$ cat config.mk
export PLATFORM = sky130hd
export DESIGN_NAME = airi5c_dtm_v2
export DESIGN_NICKNAME = d
export VERILOG_FILES = /design/src/rtl/airi5c_dtm_v2.sv
export SDC_FILE = /design/constraint.sdc
export NUM_CORES = 1
export LEC_CHECK = 0
export CAP_MARGIN = 20
export CORE_UTILIZATION = 47
export DETAILED_ROUTE_END_ITERATION = 6
export PLACE_DENSITY = 0.7
export SYNTH_ARGS = -nofsm -noshare
export SYNTH_HDL_FRONTEND = slang
export SYNTH_SLANG_ARGS = --single-unit
$ cat constraint.sdc
create_clock -name clk -period 4.1 [get_ports clk]
set_input_delay 0.41 -clock clk [delete_from_list [all_inputs] [get_ports clk]]
set_output_delay 0.41 -clock clk [all_outputs]
set_load 0.02 [all_outputs]
$ cat src/rtl/airi5c_dtm_v2.sv
// airi5c_dtm_v2: RISC-V JTAG debug transport module, fully clocked on clk.
// Optional feature macro: AIRI5C_DTM_HARDRESET_EN (dtmcs.dmihardreset support).
`default_nettype none

module airi5c_dtm_v2 #(
    parameter int          IR_LEN      = 5,
    parameter int          ABITS       = 7,
    parameter logic [31:0] IDCODE_VAL  = 32'h1000_1001,
    parameter int          SYNC_STAGES = 2,
    parameter int          IDLE_HINT   = 1
) (
    input  logic             clk,
    input  logic             nreset,
    input  logic             tck,
    input  logic             tms,
    input  logic             tdi,
    output logic             tdo,
    output logic [ABITS-1:0] dmi_addr,
    output logic [31:0]      dmi_wdata,
    output logic             dmi_wen,
    output logic             dmi_req,
    input  logic             dmi_ack,
    input  logic [31:0]      dmi_rdata,
    input  logic             dmi_error
);

    localparam int         DRW         = ABITS + 34;
    localparam int         DLW         = $clog2(DRW);
    localparam logic [2:0] c_idle_hint = 3'(IDLE_HINT);
    localparam logic [5:0] c_abits     = 6'(ABITS);

    typedef enum logic [3:0] {
        S_TLR, S_RTI, S_SEL_DR, S_CAP_DR, S_SHIFT_DR, S_EXIT1_DR, S_PAUSE_DR, S_EXIT2_DR,
        S_UPD_DR, S_SEL_IR, S_CAP_IR, S_SHIFT_IR, S_EXIT1_IR, S_PAUSE_IR, S_EXIT2_IR, S_UPD_IR
    } tap_state_t;

    tap_state_t              r_state, w_state_nxt;
    logic [SYNC_STAGES-1:0]  r_tck_s, r_tms_s, r_tdi_s;
    logic [IR_LEN-1:0]       r_ir, r_ir_sh;
    logic [DRW-1:0]          r_dr, w_dr_cap, w_dr_shift;
    logic [DLW-1:0]          w_dr_msb;
    logic [1:0]              r_dmistat, w_op_cap;
    logic [31:0]             r_rdata;
    logic                    w_tck_rise, w_tck_fall, w_tms, w_tdi;
    logic                    w_sel_idcode, w_sel_dtmcs, w_sel_dmi, w_upd_dr;

    always_ff @(posedge clk or negedge nreset) begin
        if (!nreset) begin
            r_tck_s <= '0;
            r_tms_s <= '0;
            r_tdi_s <= '0;
        end else begin
            r_tck_s <= {r_tck_s[SYNC_STAGES-2:0], tck};
            r_tms_s <= {r_tms_s[SYNC_STAGES-2:0], tms};
            r_tdi_s <= {r_tdi_s[SYNC_STAGES-2:0], tdi};
        end
    end

    // tms/tdi are taken from the stage aligned with the older tck sample,
    // i.e. their value just before the tck edge.
    assign w_tck_rise = r_tck_s[SYNC_STAGES-2] & ~r_tck_s[SYNC_STAGES-1];
    assign w_tck_fall = ~r_tck_s[SYNC_STAGES-2] & r_tck_s[SYNC_STAGES-1];
    assign w_tms      = r_tms_s[SYNC_STAGES-1];
    assign w_tdi      = r_tdi_s[SYNC_STAGES-1];

    always_ff @(posedge clk or negedge nreset) begin
        if (!nreset)         r_state <= S_TLR;
        else if (w_tck_rise) r_state <= w_state_nxt;
    end

    always_comb begin
        w_state_nxt = r_state;
        case (r_state)
            S_TLR:      w_state_nxt = w_tms ? S_TLR      : S_RTI;
            S_RTI:      w_state_nxt = w_tms ? S_SEL_DR   : S_RTI;
            S_SEL_DR:   w_state_nxt = w_tms ? S_SEL_IR   : S_CAP_DR;
            S_CAP_DR:   w_state_nxt = w_tms ? S_EXIT1_DR : S_SHIFT_DR;
            S_SHIFT_DR: w_state_nxt = w_tms ? S_EXIT1_DR : S_SHIFT_DR;
            S_EXIT1_DR: w_state_nxt = w_tms ? S_UPD_DR   : S_PAUSE_DR;
            S_PAUSE_DR: w_state_nxt = w_tms ? S_EXIT2_DR : S_PAUSE_DR;
            S_EXIT2_DR: w_state_nxt = w_tms ? S_UPD_DR   : S_SHIFT_DR;
            S_UPD_DR:   w_state_nxt = w_tms ? S_SEL_DR   : S_RTI;
            S_SEL_IR:   w_state_nxt = w_tms ? S_TLR      : S_CAP_IR;
            S_CAP_IR:   w_state_nxt = w_tms ? S_EXIT1_IR : S_SHIFT_IR;
            S_SHIFT_IR: w_state_nxt = w_tms ? S_EXIT1_IR : S_SHIFT_IR;
            S_EXIT1_IR: w_state_nxt = w_tms ? S_UPD_IR   : S_PAUSE_IR;
            S_PAUSE_IR: w_state_nxt = w_tms ? S_EXIT2_IR : S_PAUSE_IR;
            S_EXIT2_IR: w_state_nxt = w_tms ? S_UPD_IR   : S_SHIFT_IR;
            S_UPD_IR:   w_state_nxt = w_tms ? S_SEL_DR   : S_RTI;
            default:    w_state_nxt = S_TLR;
        endcase
    end

    assign w_sel_idcode = (r_ir == IR_LEN'(8'h01));
    assign w_sel_dtmcs  = (r_ir == IR_LEN'(8'h10));
    assign w_sel_dmi    = (r_ir == IR_LEN'(8'h11));
    assign w_op_cap     = dmi_req ? 2'd3 : r_dmistat;
    assign w_upd_dr     = w_tck_fall && (r_state == S_UPD_DR);

    always_comb begin
        w_dr_cap = '0;
        w_dr_msb = '0;
        if (w_sel_dmi) begin
            w_dr_cap = {dmi_addr, r_rdata, w_op_cap};
            w_dr_msb = DLW'(DRW - 1);
        end else if (w_sel_dtmcs) begin
            w_dr_cap = DRW'({17'd0, c_idle_hint, r_dmistat, c_abits, 4'd1});
            w_dr_msb = DLW'(31);
        end else if (w_sel_idcode) begin
            w_dr_cap = DRW'({IDCODE_VAL[31:1], 1'b1});
            w_dr_msb = DLW'(31);
        end
        // tdi enters at the top of the selected register's active length
        w_dr_shift           = r_dr >> 1;
        w_dr_shift[w_dr_msb] = w_tdi;
    end

    always_ff @(posedge clk or negedge nreset) begin
        if (!nreset) begin
            r_ir    <= IR_LEN'(1);
            r_ir_sh <= '0;
            r_dr    <= '0;
            tdo     <= 1'b0;
        end else begin
            if (w_tck_rise) begin
                case (r_state)
                    S_CAP_IR:   r_ir_sh <= IR_LEN'(2'b01);
                    S_SHIFT_IR: r_ir_sh <= {w_tdi, r_ir_sh[IR_LEN-1:1]};
                    S_CAP_DR:   r_dr    <= w_dr_cap;
                    S_SHIFT_DR: r_dr    <= w_dr_shift;
                    default:    ;
                endcase
            end
            if (w_tck_fall) begin
                if (r_state == S_SHIFT_IR)      tdo <= r_ir_sh[0];
                else if (r_state == S_SHIFT_DR) tdo <= r_dr[0];
                if (r_state == S_UPD_IR)        r_ir <= r_ir_sh;
            end
            if (r_state == S_TLR) r_ir <= IR_LEN'(1);
        end
    end

`ifdef AIRI5C_DTM_HARDRESET_EN
    logic w_hardreset;
    assign w_hardreset = w_upd_dr && w_sel_dtmcs && r_dr[17];
`endif

    always_ff @(posedge clk or negedge nreset) begin
        if (!nreset) begin
            dmi_req   <= 1'b0;
            dmi_wen   <= 1'b0;
            dmi_addr  <= '0;
            dmi_wdata <= '0;
            r_rdata   <= '0;
            r_dmistat <= 2'd0;
        end else begin
            if (dmi_req && dmi_ack) begin
                r_rdata <= dmi_rdata;
                dmi_req <= 1'b0;
                if (dmi_error && r_dmistat == 2'd0) r_dmistat <= 2'd2;
            end
            if (w_upd_dr && w_sel_dmi) begin
                if (dmi_req) begin
                    if (r_dmistat == 2'd0) r_dmistat <= 2'd3;
                end else if (r_dmistat == 2'd0 && (r_dr[1:0] == 2'd1 || r_dr[1:0] == 2'd2)) begin
                    dmi_addr  <= r_dr[DRW-1:34];
                    dmi_wdata <= r_dr[33:2];
                    dmi_wen   <= r_dr[1];
                    dmi_req   <= 1'b1;
                end
            end
            if (w_upd_dr && w_sel_dtmcs && r_dr[16]) r_dmistat <= 2'd0;
`ifdef AIRI5C_DTM_HARDRESET_EN
            // Later assignments override a same-cycle acknowledge.
            if (w_hardreset) begin
                dmi_req   <= 1'b0;
                r_rdata   <= r_rdata;
                r_dmistat <= 2'd0;
            end
`endif
            if (r_state == S_TLR) r_dmistat <= 2'd0;
        end
    end

endmodule

`default_nettype wire

=== Word level (Yosys, flattened, before mapping) ===
Index checks and enable logic that the tools add are counted.

* Word-level logic and storage cells: 106
* Output and inout port bits: 42
* Register bits after elaboration: 137
* Input port bits: 39

* Reduce and logical (&&, ||, !) cells: 24
* Magnitude comparators: 2
* Multiplexer cells: 41
* Bitwise operators: 5
* Equality and inequality tests: 20

{| class="wikitable"
|+ Operators with widths
! cell !! number
|-
| case mux 41 bit (2 select lines) || 1
|-
| two-way mux 29 bit || 2
|-
| case mux 4 bit (12 select lines) || 1
|-
| bitwise mux 41 bit || 1
|-
| two-way mux 41 bit || 1
|-
| equality test 4 bit, second input constant || 8
|-
| two-way mux 5 bit || 5
|-
| two-way mux 2 bit || 11
|-
| equality test 4 x 3 -> 1 bit, second input constant || 4
|-
| two-way mux 4 bit || 4
|-
| equality test 5 bit, second input constant || 2
|-
| two-way mux 1 bit || 10
|-
| case mux 5 bit (2 select lines) || 1
|-
| nonzero test 2 bit || 5
|-
| equality test 4 x 2 -> 1 bit, second input constant || 2
|-
| logical AND 1 bit || 8
|-
| AND reduction 2 bit || 4
|-
| < comparator 6 x 7 -> 1 bit, second input constant || 1
|-
| demux 1 bit (select 6 bit) || 1
|-
| greater-or-equal comparator 6 x 1 -> 1 bit, second input constant || 1
|-
| two-way mux 3 bit || 2
|-
| two-way mux 6 bit || 1
|-
| equality test 5 x 1 -> 1 bit, second input constant || 1
|-
| equality test 4 x 1 -> 1 bit, second input constant || 1
|-
| other kinds (10) || 14
|}

=== Depth between registers and ports, before layout ===
* Word-level depth: 10
* Mapped depth: 7
* Mapped depth without buffers: 4

=== Worst setup path before layout ===
OpenSTA, ideal clock, no wires.

* Path kind: register -> register
* Start: reg dmi_req
* End: reg dmi_addr[0]
* Period minus slack after synthesis: 1.828 ns
* Setup slack: 2.272 ns
* Cell stages (with the launch flop): 6
* Library setup time: 0.127 ns
* Arrival: 1.700 ns
* Path buffers: 1
* Required time: 3.973 ns
* Cell sequence: dfrtp_1 or2_1 or3_1 nor2_8 buf_6 mux2_1

* Longest elaborated chain between the ends: 2

{| class="wikitable"
|+ Ends and longest elaborated chain
! item !! line !! RTL
|-
| from (decl) || 21 || <nowiki>output logic dmi_req,</nowiki>
|-
| from (signal assigned) || 150 || <nowiki>dmi_req <= 1'b0;</nowiki>
|-
| from (signal assigned) || 159 || <nowiki>dmi_req <= 1'b0;</nowiki>
|-
| from (signal assigned) || 169 || <nowiki>dmi_req <= 1'b1;</nowiki>
|-
| NOT 1 bit (no line) || - ||
|-
| AND reduction 3 bit (no line) || - ||
|-
| to (signal assigned) || 166 || <nowiki>dmi_addr <= r_dr[DRW-1:34];</nowiki>
|-
| to (decl) || 18 || <nowiki>output logic [ABITS-1:0] dmi_addr,</nowiki>
|}

No other way between the ends.
A chain may end at the register's enable or synchronous reset.

=== Worst setup path in the final report ===
* Start: reg r_state[0]
* End: reg dmi_wdata[22]

* Longest elaborated chain between the ends: 4

{| class="wikitable"
|+ Ends and longest elaborated chain
! item !! line !! RTL
|-
| from (decl) || 37 || <nowiki>tap_state_t r_state, w_state_nxt;</nowiki>
|-
| from (signal assigned) || 68 || <nowiki>else if (w_tck_rise) r_state <= w_state_nxt;</nowiki>
|-
| equality test 4 bit || 98 || <nowiki>assign w_upd_dr = w_tck_fall && (r_state == S_UPD_DR);</nowiki>
|-
| logical AND 1 bit || 98 ||
|-
| logical AND 1 bit || 162 || <nowiki>if (w_upd_dr && w_sel_dmi) begin</nowiki>
|-
| AND reduction 3 bit (no line) || - ||
|-
| to (signal assigned) || 167 || <nowiki>dmi_wdata <= r_dr[33:2];</nowiki>
|-
| to (decl) || 19 || <nowiki>output logic [31:0] dmi_wdata,</nowiki>
|}

No other way between the ends.

==> metrics.txt <==
# TYPE chip_impl_metric gauge
chip_impl_info{name="outcome",value="finished, final reports clean"} 1
chip_impl_metric{name="placedCellCount",unit=""} 681
chip_impl_metric{name="drt_wl_total",unit="µm"} 12200
chip_impl_info{name="setup.worst_path.end_class",value="flip-flop"} 1
chip_impl_metric{name="die-width",unit="µm"} 114
chip_impl_metric{name="portBuffers",unit=""} 80
chip_impl_metric{name="cts.clk_slew.worst_paths",unit="ns"} 0.05
chip_impl_metric{name="timing_max_transition_violations_final",unit=""} 0
chip_impl_metric{name="gp_congestion",unit=""} 0.762
chip_impl_metric{name="yosysUniqueCellTypes",unit=""} 57
chip_impl_metric{name="synth_async_sr_flop_share",unit="%"} 100
chip_impl_metric{name="final.setup_skew",unit="ns"} 0.00528
chip_impl_metric{name="worst_slew_margin_rel",unit="%"} 34.6
chip_impl_metric{name="p_leak",unit="nW"} 3.59
chip_impl_metric{name="max_cap_viol_count",unit=""} 0
chip_impl_info{name="synth_commonest_cells",value="dfrtp_1 (136), mux2_1 (40), nand2_1 (40), mux2_2 (36), a21o_1 (32)"} 1
chip_impl_info{name="yosysMostFrequentCell",value="dfrtp_1"} 1
chip_impl_metric{name="grt_start_max_net_pins",unit=""} 113
chip_impl_metric{name="synth_warnings",unit=""} 0
chip_impl_metric{name="dpl-instance-area",unit="mm²"} 0.00683
chip_impl_metric{name="achievable-frequency",unit="GHz"} 0.407
chip_impl_metric{name="seq_area_frac_synth",unit="%"} 57.8
chip_impl_metric{name="drive_above_1_share",unit="%"} 14.4
chip_impl_metric{name="timing.final.hold_violations",unit=""} 0
chip_impl_metric{name="vias",unit=""} 3917
chip_impl_metric{name="die_h",unit="µm"} 114
chip_impl_metric{name="ioPinCount",unit=""} 81
chip_impl_metric{name="syn_area",unit="mm²"} 0.00593
chip_impl_info{name="grt_setup_unrepaired",value="no"} 1
chip_impl_metric{name="detailedRoute.firstPassIterationCount",unit=""} 4
chip_impl_metric{name="post_cts_resized",unit=""} 0
chip_impl_metric{name="postLayoutCellArea",unit="mm²"} 0.00733
chip_impl_metric{name="floorplan.die_area",unit="mm²"} 0.0131
chip_impl_metric{name="detail_route.wl_per_cell",unit="µm"} 17.2
chip_impl_metric{name="worstSkewPairLatency",unit="ns"} 0.41
chip_impl_metric{name="final_net_count",unit=""} 571
chip_impl_metric{name="viasPerCell",unit=""} 5.52
chip_impl_metric{name="pre_cts_ws",unit="ns"} 1.63
chip_impl_metric{name="flow.area_growth_from_synthesis",unit="%"} 23.6
chip_impl_info{name="crit_type",value="flip-flop to flip-flop"} 1
chip_impl_metric{name="timing.final.crit_share",unit="%"} 59.9
chip_impl_metric{name="grt_antenna_before_repair",unit=""} 0
chip_impl_metric{name="synth.ff_latch_count",unit=""} 137
chip_impl_metric{name="drt_first_iter_violations",unit=""} 300
chip_impl_metric{name="number_of_global_route_vias_before_repair",unit=""} 3952
chip_impl_info{name="critical_path.startpoint_type",value="flip-flop"} 1
chip_impl_metric{name="finish.utilization",unit="%"} 60.3
chip_impl_metric{name="cts.repair_timing.setup_buffer_count",unit=""} 0
chip_impl_metric{name="design.core.area",unit="mm²"} 0.0122
chip_impl_metric{name="detail-route-antenna-nets",unit=""} 0
chip_impl_info{name="clk_root_buffer_cell",value="clkbuf_16"} 1
chip_impl_info{name="cts_tree",value="yes"} 1
chip_impl_metric{name="cell_count_final_fillers_out",unit=""} 710
chip_impl_metric{name="globalRouteOverflowTotal",unit=""} 0
chip_impl_metric{name="ctsHtreeMaxLevel",unit=""} 4
chip_impl_metric{name="post-route-worst-setup-slack",unit="ns"} 1.64
chip_impl_metric{name="critPathMaxFanout",unit=""} 40
chip_impl_metric{name="yosys.area.top_type_share",unit="%"} 57.4
chip_impl_metric{name="placementRows",unit=""} 40
chip_impl_metric{name="post_cts_hold_buffer_count",unit=""} 0
chip_impl_metric{name="cp_data_arrival_time",unit="ns"} 2.74
chip_impl_metric{name="synthesis.instances",unit=""} 458
chip_impl_metric{name="start_util",unit="%"} 48.8
chip_impl_info{name="synth-main-ff-cell",value="dfrtp_1"} 1
chip_impl_metric{name="setup-tns-final",unit="ns"} 0
chip_impl_info{name="hold_class",value="input port to asynchronous set/reset pin"} 1
chip_impl_metric{name="synth_edf_count",unit=""} 0
chip_impl_metric{name="critPathRequiredTime",unit="ns"} 4.39
chip_impl_metric{name="postSynthAreaPerCell",unit="µm²"} 13.0
chip_impl_metric{name="grt_pass1_wl",unit="µm"} 20300
chip_impl_metric{name="grt_use_total",unit="%"} 20.5
chip_impl_metric{name="tightest_slew",unit="ns"} 0.981
chip_impl_metric{name="max-vdd-ir-drop",unit="V"} 0.000332
chip_impl_metric{name="power",unit="mW"} 3.46
chip_impl_metric{name="r2r_slack",unit="ns"} 1.64
chip_impl_info{name="top_cells_by_area_in_the_synthesized_netlist",value="dfrtp_1 (57%), mux2_1 (7.6%), mux2_2 (6.8%)"} 1
chip_impl_metric{name="final.min_clock_period",unit="ns"} 2.46
chip_impl_metric{name="clock_sink_count",unit=""} 137
chip_impl_metric{name="finalSetupViolCount",unit=""} 0
chip_impl_metric{name="diodes",unit=""} 0
chip_impl_metric{name="drc_errors",unit=""} 0
chip_impl_metric{name="powerDensity",unit="mW/mm²"} 472
chip_impl_metric{name="cts_buffers",unit=""} 17
chip_impl_info{name="cell_type_with_the_largest_total_area_after_synthesis",value="dfrtp_1"} 1
chip_impl_metric{name="timing.hold.ws",unit="ns"} 0.138
chip_impl_metric{name="syn-num-nets",unit=""} 497
chip_impl_metric{name="cts_max_path_buffers",unit=""} 2
chip_impl_metric{name="total_half_perimeter_wirelength_after_legalization_and_detailed_placement",unit="µm"} 7880
## path summary, 6_finish.rpt
| kind | cells after the start | startpoint | end |
|---|---|---|---|
| setup reg to reg | 4 | r_state[0]$_DFFE_PN0P_ | dmi_wdata[22]$_DFFE_PN0P_ |
| setup / recovery | 4 | r_state[0]$_DFFE_PN0P_ | dmi_wdata[22]$_DFFE_PN0P_ |
| min in group clk | 0 | r_tms_s[0]$_DFF_PN0_ | r_tms_s[1]$_DFF_PN0_ |
| hold reg to reg | 0 | r_tms_s[0]$_DFF_PN0_ | r_tms_s[1]$_DFF_PN0_ |
| max in group asynchronous | 2 | nreset | r_rdata[31]$_DFFE_PN0N_ |
| hold / removal | 1 | nreset | r_dr[22]$_DFFE_PN0P_ |
## cells in the final DEF, fill, tap and decap left out, types with 4 or more instances in the layout
cell	synthesis	final
a22o_1	31	31
clkbuf_1	4	6
nand2_1	40	40
mux2_2	36	36
inv_1	8	8
mux2_1	40	40
a21o_1	32	32
nor2b_1	6	6
clkdlybuf4s50_1	0	79
nand2b_1	4	4
nor3_1	4	4
nor2_1	4	4
clkbuf_16	0	17
dfrtp_1	136	136
o21ai_0	17	17
nand3_1	6	6
a21oi_1	11	11
## worst max-delay path, cell delays in order, from the launching register on
cell and delay (ns):
dfrtp_1 0.63, nor4b_4 0.43, nand4_4 0.21, nor2_8 0.64, mux2_1 0.40
## sequential cells by signal (all words and copies together) (netlist names)
register / count
dmi_req: 1
dmi_wen: 1
r_state: 4
r_tdi_s: 2
tdo: 1
dmi_addr: 7
r_rdata: 32
r_tms_s: 2
r_ir_sh: 5
r_ir: 5
dmi_wdata: 32
r_dr: 41
r_tck_s: 2
r_dmistat: 2
## cells by family after synthesis
kind of cell	count (synthesis)	synth area share, %
and+or+nand+nor	86	9.05
buffers and inverters	38	3.65
DFF	137	57.8
AOI/OAI and AO/OA	118	14.6
muxes	76	14.4
xor gates and xnor gates	3	0.443
## layer usage
metal / part of all wire, % / track usage, %
met2: 48 / 32.5
met3: 4.1 / 5.88
met1: 47 / 27.3
met4: 1.2 / 6.84
met5: 0 / 0
## power by group
part | switching (mW) | internal [mW] | total [mW]
logic | 0.281 | 0.233 | 0.514
clock network | 0.516 | 0.808 | 1.32
registers | 0.159 | 1.47 | 1.63
## final cells by class
type	instances	area [µm²]
multi-input cells	283	2300
clock inverters	3	17.5
fillers	957	4830
repair buffers	84	852
flip-flops and latches	137	3430
inverters	9	33.8
clock buffers	26	489
well taps	168	210
Power figures use the tool's default switching activity.
